--- src/rtl/debouncer_bank.sv ---
// NCH-channel lock-out debouncer: 2FF sync, accept-immediately, TIME_PERIOD lock-out, rise/fall pulses.
// Optional long-press pulse per channel when DEBOUNCER_LONGPRESS_EN is defined (o_long tied low otherwise).
module debouncer_bank #(
  parameter int unsigned NCH         = 4,
  parameter int unsigned TIME_PERIOD = 75000,
  parameter logic        RESET_LEVEL = 1'b0,
  parameter int unsigned LONG_PERIOD = 1500000
) (
  input  logic           i_clk,
  input  logic           i_rst_n,
  input  logic [NCH-1:0] i_btn,
  output logic [NCH-1:0] o_debounced,
  output logic [NCH-1:0] o_rise,
  output logic [NCH-1:0] o_fall,
  output logic [NCH-1:0] o_long
);

  localparam int unsigned   TW     = $clog2(TIME_PERIOD + 1);
  localparam logic [TW-1:0] RELOAD = TW'(TIME_PERIOD - 1);
  localparam logic [TW-1:0] T_ONE  = TW'(1);

`ifdef DEBOUNCER_LONGPRESS_EN
  localparam int unsigned   LW    = $clog2(LONG_PERIOD + 1);
  localparam logic [LW-1:0] L_MAX = LW'(LONG_PERIOD);
  localparam logic [LW-1:0] L_ONE = LW'(1);
`endif

  for (genvar n = 0; n < NCH; n++) begin : g_ch
    logic          r_aux;
    logic          r_btn;
    logic          deb_q;
    logic          rise_q;
    logic          fall_q;
    logic [TW-1:0] timer_q;
    logic          accept;

    // A difference is only acted on once the previous lock-out has fully expired.
    assign accept = (timer_q == '0) && (r_btn != deb_q);

    // NOTE: reset is asynchronous on assertion; the raw pad input is re-synchronised
    // anyway, so release only needs i_rst_n itself to be synchronous to i_clk upstream.
    always_ff @(posedge i_clk or negedge i_rst_n) begin
      if (!i_rst_n) begin
        r_aux   <= RESET_LEVEL;
        r_btn   <= RESET_LEVEL;
        deb_q   <= RESET_LEVEL;
        rise_q  <= 1'b0;
        fall_q  <= 1'b0;
        timer_q <= '0;
      end else begin
        // NOTE: non-blocking assignments let the sync chain and the accept decision
        // all see the pre-edge values, exactly like the flops they describe.
        {r_btn, r_aux} <= {r_aux, i_btn[n]};
        rise_q         <= 1'b0;
        fall_q         <= 1'b0;
        if (timer_q != '0) begin
          timer_q <= timer_q - T_ONE;
        end else if (accept) begin
          deb_q   <= r_btn;
          timer_q <= RELOAD;
          rise_q  <= r_btn;
          fall_q  <= !r_btn;
        end
      end
    end

    assign o_debounced[n] = deb_q;
    assign o_rise[n]      = rise_q;
    assign o_fall[n]      = fall_q;

`ifdef DEBOUNCER_LONGPRESS_EN
    logic [LW-1:0] hold_q;
    logic          long_q;

    // Counting starts on the edge that raises o_rise, so o_long lands LONG_PERIOD cycles later.
    always_ff @(posedge i_clk or negedge i_rst_n) begin
      if (!i_rst_n) begin
        hold_q <= '0;
        long_q <= 1'b0;
      end else begin
        long_q <= 1'b0;
        if ((accept && r_btn) || !deb_q) begin
          hold_q <= '0;
        end else if (hold_q != L_MAX) begin
          hold_q <= hold_q + L_ONE;
          long_q <= (hold_q == L_MAX - L_ONE);
        end
      end
    end

    assign o_long[n] = long_q;
`else
    assign o_long[n] = 1'b0;
`endif
  end

endmodule

--- config.mk ---
export PLATFORM = sky130hd
export DESIGN_NAME = debouncer_bank
export DESIGN_NICKNAME = d
export VERILOG_FILES = /design/src/rtl/debouncer_bank.sv
export SDC_FILE = /design/constraint.sdc
export NUM_CORES = 1
export LEC_CHECK = 0
export BUFFER_PORTS_ARGS = -buffer_cell sky130_fd_sc_hd__buf_4
export CORE_ASPECT_RATIO = 0.7
export CORE_MARGIN = 2
export CORE_UTILIZATION = 45
export CTS_CLUSTER_DIAMETER = 50
export CTS_CLUSTER_SIZE = 12
export DETAILED_ROUTE_END_ITERATION = 8
export GPL_ROUTABILITY_DRIVEN = 0
export PLACE_DENSITY = 0.68
export SYNTH_ARGS = -nofsm -noshare
export SYNTH_HDL_FRONTEND = slang
export SYNTH_SLANG_ARGS = --single-unit
--- constraint.sdc ---
create_clock -name i_clk -period 4.2 [get_ports i_clk]
set_clock_uncertainty 0.2 [all_clocks]
set_input_delay 0.42 -clock i_clk [delete_from_list [all_inputs] [get_ports i_clk]]
set_output_delay 0.42 -clock i_clk [all_outputs]
set_load 0.005 [all_outputs]
==> flow_metrics.py <==
metrics = {
    "clocking": {
        "cts_setup_buffers": 0,
        "htreeDepth": 3,
        "cts_root_buf": "clkbuf_16",
        "cts_sinks": 88,
        "numCtsBuffers": 9,
        "cts_tree": "done",
        "clk_latency_ps": 340,
        "cts_resized": 0,
        "clk_pin_slew_ps": 60,
        "clockBufferDepth": 2,
        "holdBufCountCts": 4,
    },
    "routing": {
        "wl_microns": 7790,
        "dr_wl_met3_microns": 308,
        "drc": 0,
        "avgViaCountPerCell": 5.46,
        "route.met2.wl_microns": 3410,
        "wl_per_cell_microns": 14.0,
        "wl_met1_microns": 3960,
        "top_layer": "met4",
        "antenna_left": 0,
        "dr_total_vias": 3035,
        "drt_pass1_iterations": 4,
        "drt_iter0_markers": 138,
    },
    "worst_setup_path": {
        "r2r_cells": 7,
        "crit_slowest_cell": "dfrtp_1",
        "rr_endpoint": "g_ch[0].timer_q[10]",
        "critPathRequiredTime_ps": 4260,
        "arrival_ps": 2560,
        "endpoint": "g_ch[0].timer_q[10]",
        "endpoint_kind": "flop",
        "crit_start": "g_ch[0].timer_q[0]",
        "r2r-start": "g_ch[0].timer_q[0]",
        "cpPeakStageDelay_ps": 420,
        "crit_path_max_fanout": 5,
        "crit_path_start_kind": "flop",
        "reg2reg_setup_slack_ps": 1690,
        "crit_type": "flop to flop",
        "path_cells": "inv_1, ha_1, nor3b_1, nor3b_2, and2_1, nor4b_1, mux2i_1",
    },
    "logic_synthesis": {
        "synth_top_cell_area_share": 0.511,
        "synthArstFlopShare": 1.00,
        "yosysMostFrequentCell": "dfrtp_1",
        "synth_cell_types": 52,
        "synthTopCellsByCount": "88 x dfrtp_1, 38 x nor2_1, 34 x nand2_1",
        "yosys_warnings": 0,
        "synth_ff_type": "dfrtp_1",
        "ys_seq_area_frac": 0.511,
        "syn_inst": 411,
        "synth_edf_count": 0,
        "synth.largest_area_cell": "dfrtp_1",
        "netlist_area_sq_um": 4310,
        "syn_area_per_cell_sq_um": 10.5,
        "synthTopCellsByArea": "dfrtp_1 51%, nor2_1 3.3%, xor2_1 3.2%",
        "synth_seq_cells": 88,
    },
    "timing": {
        "max-slew-margin-rel": 0.291,
        "rsz0062_at_grt": "no",
        "setup_viol": 0,
        "drv_slew": 0,
        "finalCritPeriodShare": 0.596,
        "hold_viol": 0,
        "fmax_ghz": 0.399,
        "finalSetupTns_ps": 0,
        "min_period_ps": 2510,
        "tightestPinTransition_ps": 1060,
    },
    "job": {
        "maxCapViolCount": 0,
    },
    "layout": {
        "fin_nets": 441,
        "layout-drive-gt1-share": 0.123,
        "fillers": 804,
        "layout.cells.non_filler": 556,
        "antennaDiodeCount": 0,
        "areaGrowthSynthToFinish_pct": 12.0,
    },
    "floorplanning": {
        "pin_count": 22,
        "die_w_microns": 121,
        "core_sq_um": 9180,
        "die_area_sq_um": 10400,
        "fp-row-count": 29,
        "dieHeight_microns": 85.9,
        "start_util": 0.470,
    },
    "power": {
        "total_power_mw": 3.02,
        "ir_drop_mv": 0.318,
        "p_per_area_nw_per_um2": 626,
        "leakagePower_nw": 2.07,
    },
    "placement": {
        "placed_cells": 536,
        "dpl.hpwl_microns": 5550,
        "io_buffers": 17,
    },
    "run_status": {
        "outcome": "finished clean",
    },
    "grt": {
        "grt_pass1_wl_microns": 13500,
        "grt_use_total": 0.165,
        "grt_start_max_net_pins": 89,
        "grt_overflow": 0,
        "antenna_found_initial": 0,
        "grt_pass1_vias": 2869,
    },
    "worst_hold_path": {
        "hp-class": "input port to asynchronous set/reset pin",
    },
}
-- state kept, by name, summed over array words and instances, names as in the netlist --
signal / flops
g_ch.timer_q: 68
g_ch.r_btn: 4
g_ch.r_aux: 4
g_ch.deb_q: 4
g_ch.rise_q: 4
g_ch.fall_q: 4
-- cells in the final DEF, fill, tap and decap left out, types with 8 or more instances in the layout --
cell type  count
buf_4         17
xor2_1        16
nor2_1        38
xnor2_1       15
dfrtp_1       88
a21oi_1       19
a211oi_1      12
ha_1           8
mux2i_1        9
or4_1          8
clkbuf_16      9
nor3_1        26
nor4_1        13
inv_1         11
nand3_1        8
nand2_1       34
nor3b_1       11
-- per-stage QoR --
stage | area [sq um] | util | hold slack (ps) | setup WS (ps)
2_1_floorplan | 4320 | - | -75.6 | 2040
6_report | 4830 | 0.526 | 63.8 | 1690
3_3_place_gp | 4470 | 0.487 | 134 | 1910
5_1_grt | 4830 | 0.526 | 157 | 1470
3_5_place_dp | 4470 | 0.487 | 136 | 1760
4_1_cts | 4830 | 0.526 | 126 | 1720
-- area by class of cell --
| class | instances | area, sq um | share of cell area |
|---|---|---|---|
| tap | 124 | 155 | 0.0321 |
| clock buffer | 12 | 267 | 0.0552 |
| inverter | 11 | 41.3 | 0.00855 |
| timing repair buffer | 21 | 168 | 0.0347 |
| clock inverter | 4 | 51.3 | 0.0106 |
| multi-input combinational | 296 | 1940 | 0.403 |
| sequential | 88 | 2200 | 0.456 |
-- worst max-delay path, delay by kind of cell, from the launching register on --
kind          cells  cell delay (ps)
simple gates      4             1280
fa+ha+maj         1              190
buf+inv           1              110
flops             1              420
mux               1              230
-- routing by layer --
metal | vias to the layer above | global-route usage
li1 | 1491 | -
met1 | 1480 | 0.230
met2 | 53 | 0.247
met3 | 11 | 0.0485
met4 | 0 | 0.0550
met5 | - | 0
-- power breakdown --
part           internal [mW]  leakage, nW  total [mW]  switching, mW
clock network          0.509        0.155       0.827          0.318
logic                  0.358        0.829       0.735          0.377
registers               1.12         1.09        1.46          0.341
total                   1.99         2.07        3.02           1.04
-- how the worst min path moves through the flow --
stage,cells after the start,to,startpoint
5_1_grt,0,g_ch[1].r_btn,g_ch[1].r_aux
3_5_place_dp,0,g_ch[3].r_btn,g_ch[3].r_aux
3_3_place_gp,0,g_ch[3].r_btn,g_ch[3].r_aux
2_1_floorplan,0,g_ch[0].deb_q,i_rst_n
4_1_cts,1,g_ch[0].r_aux,i_rst_n
6_report,1,g_ch[0].timer_q[1],i_rst_n
-- logic make-up after synthesis --
| logic type | Yosys count | share of synthesized area |
|---|---|---|
| fa+ha+maj | 8 | 0.0232 |
| simple gates | 194 | 0.262 |
| flops | 88 | 0.511 |
| buf+inv | 30 | 0.0412 |
| compound gates | 49 | 0.0746 |
| other cells | 1 | 0.000869 |
| mux | 9 | 0.0209 |
| xor+xnor | 32 | 0.0667 |
(Power assumes the default switching activity.)
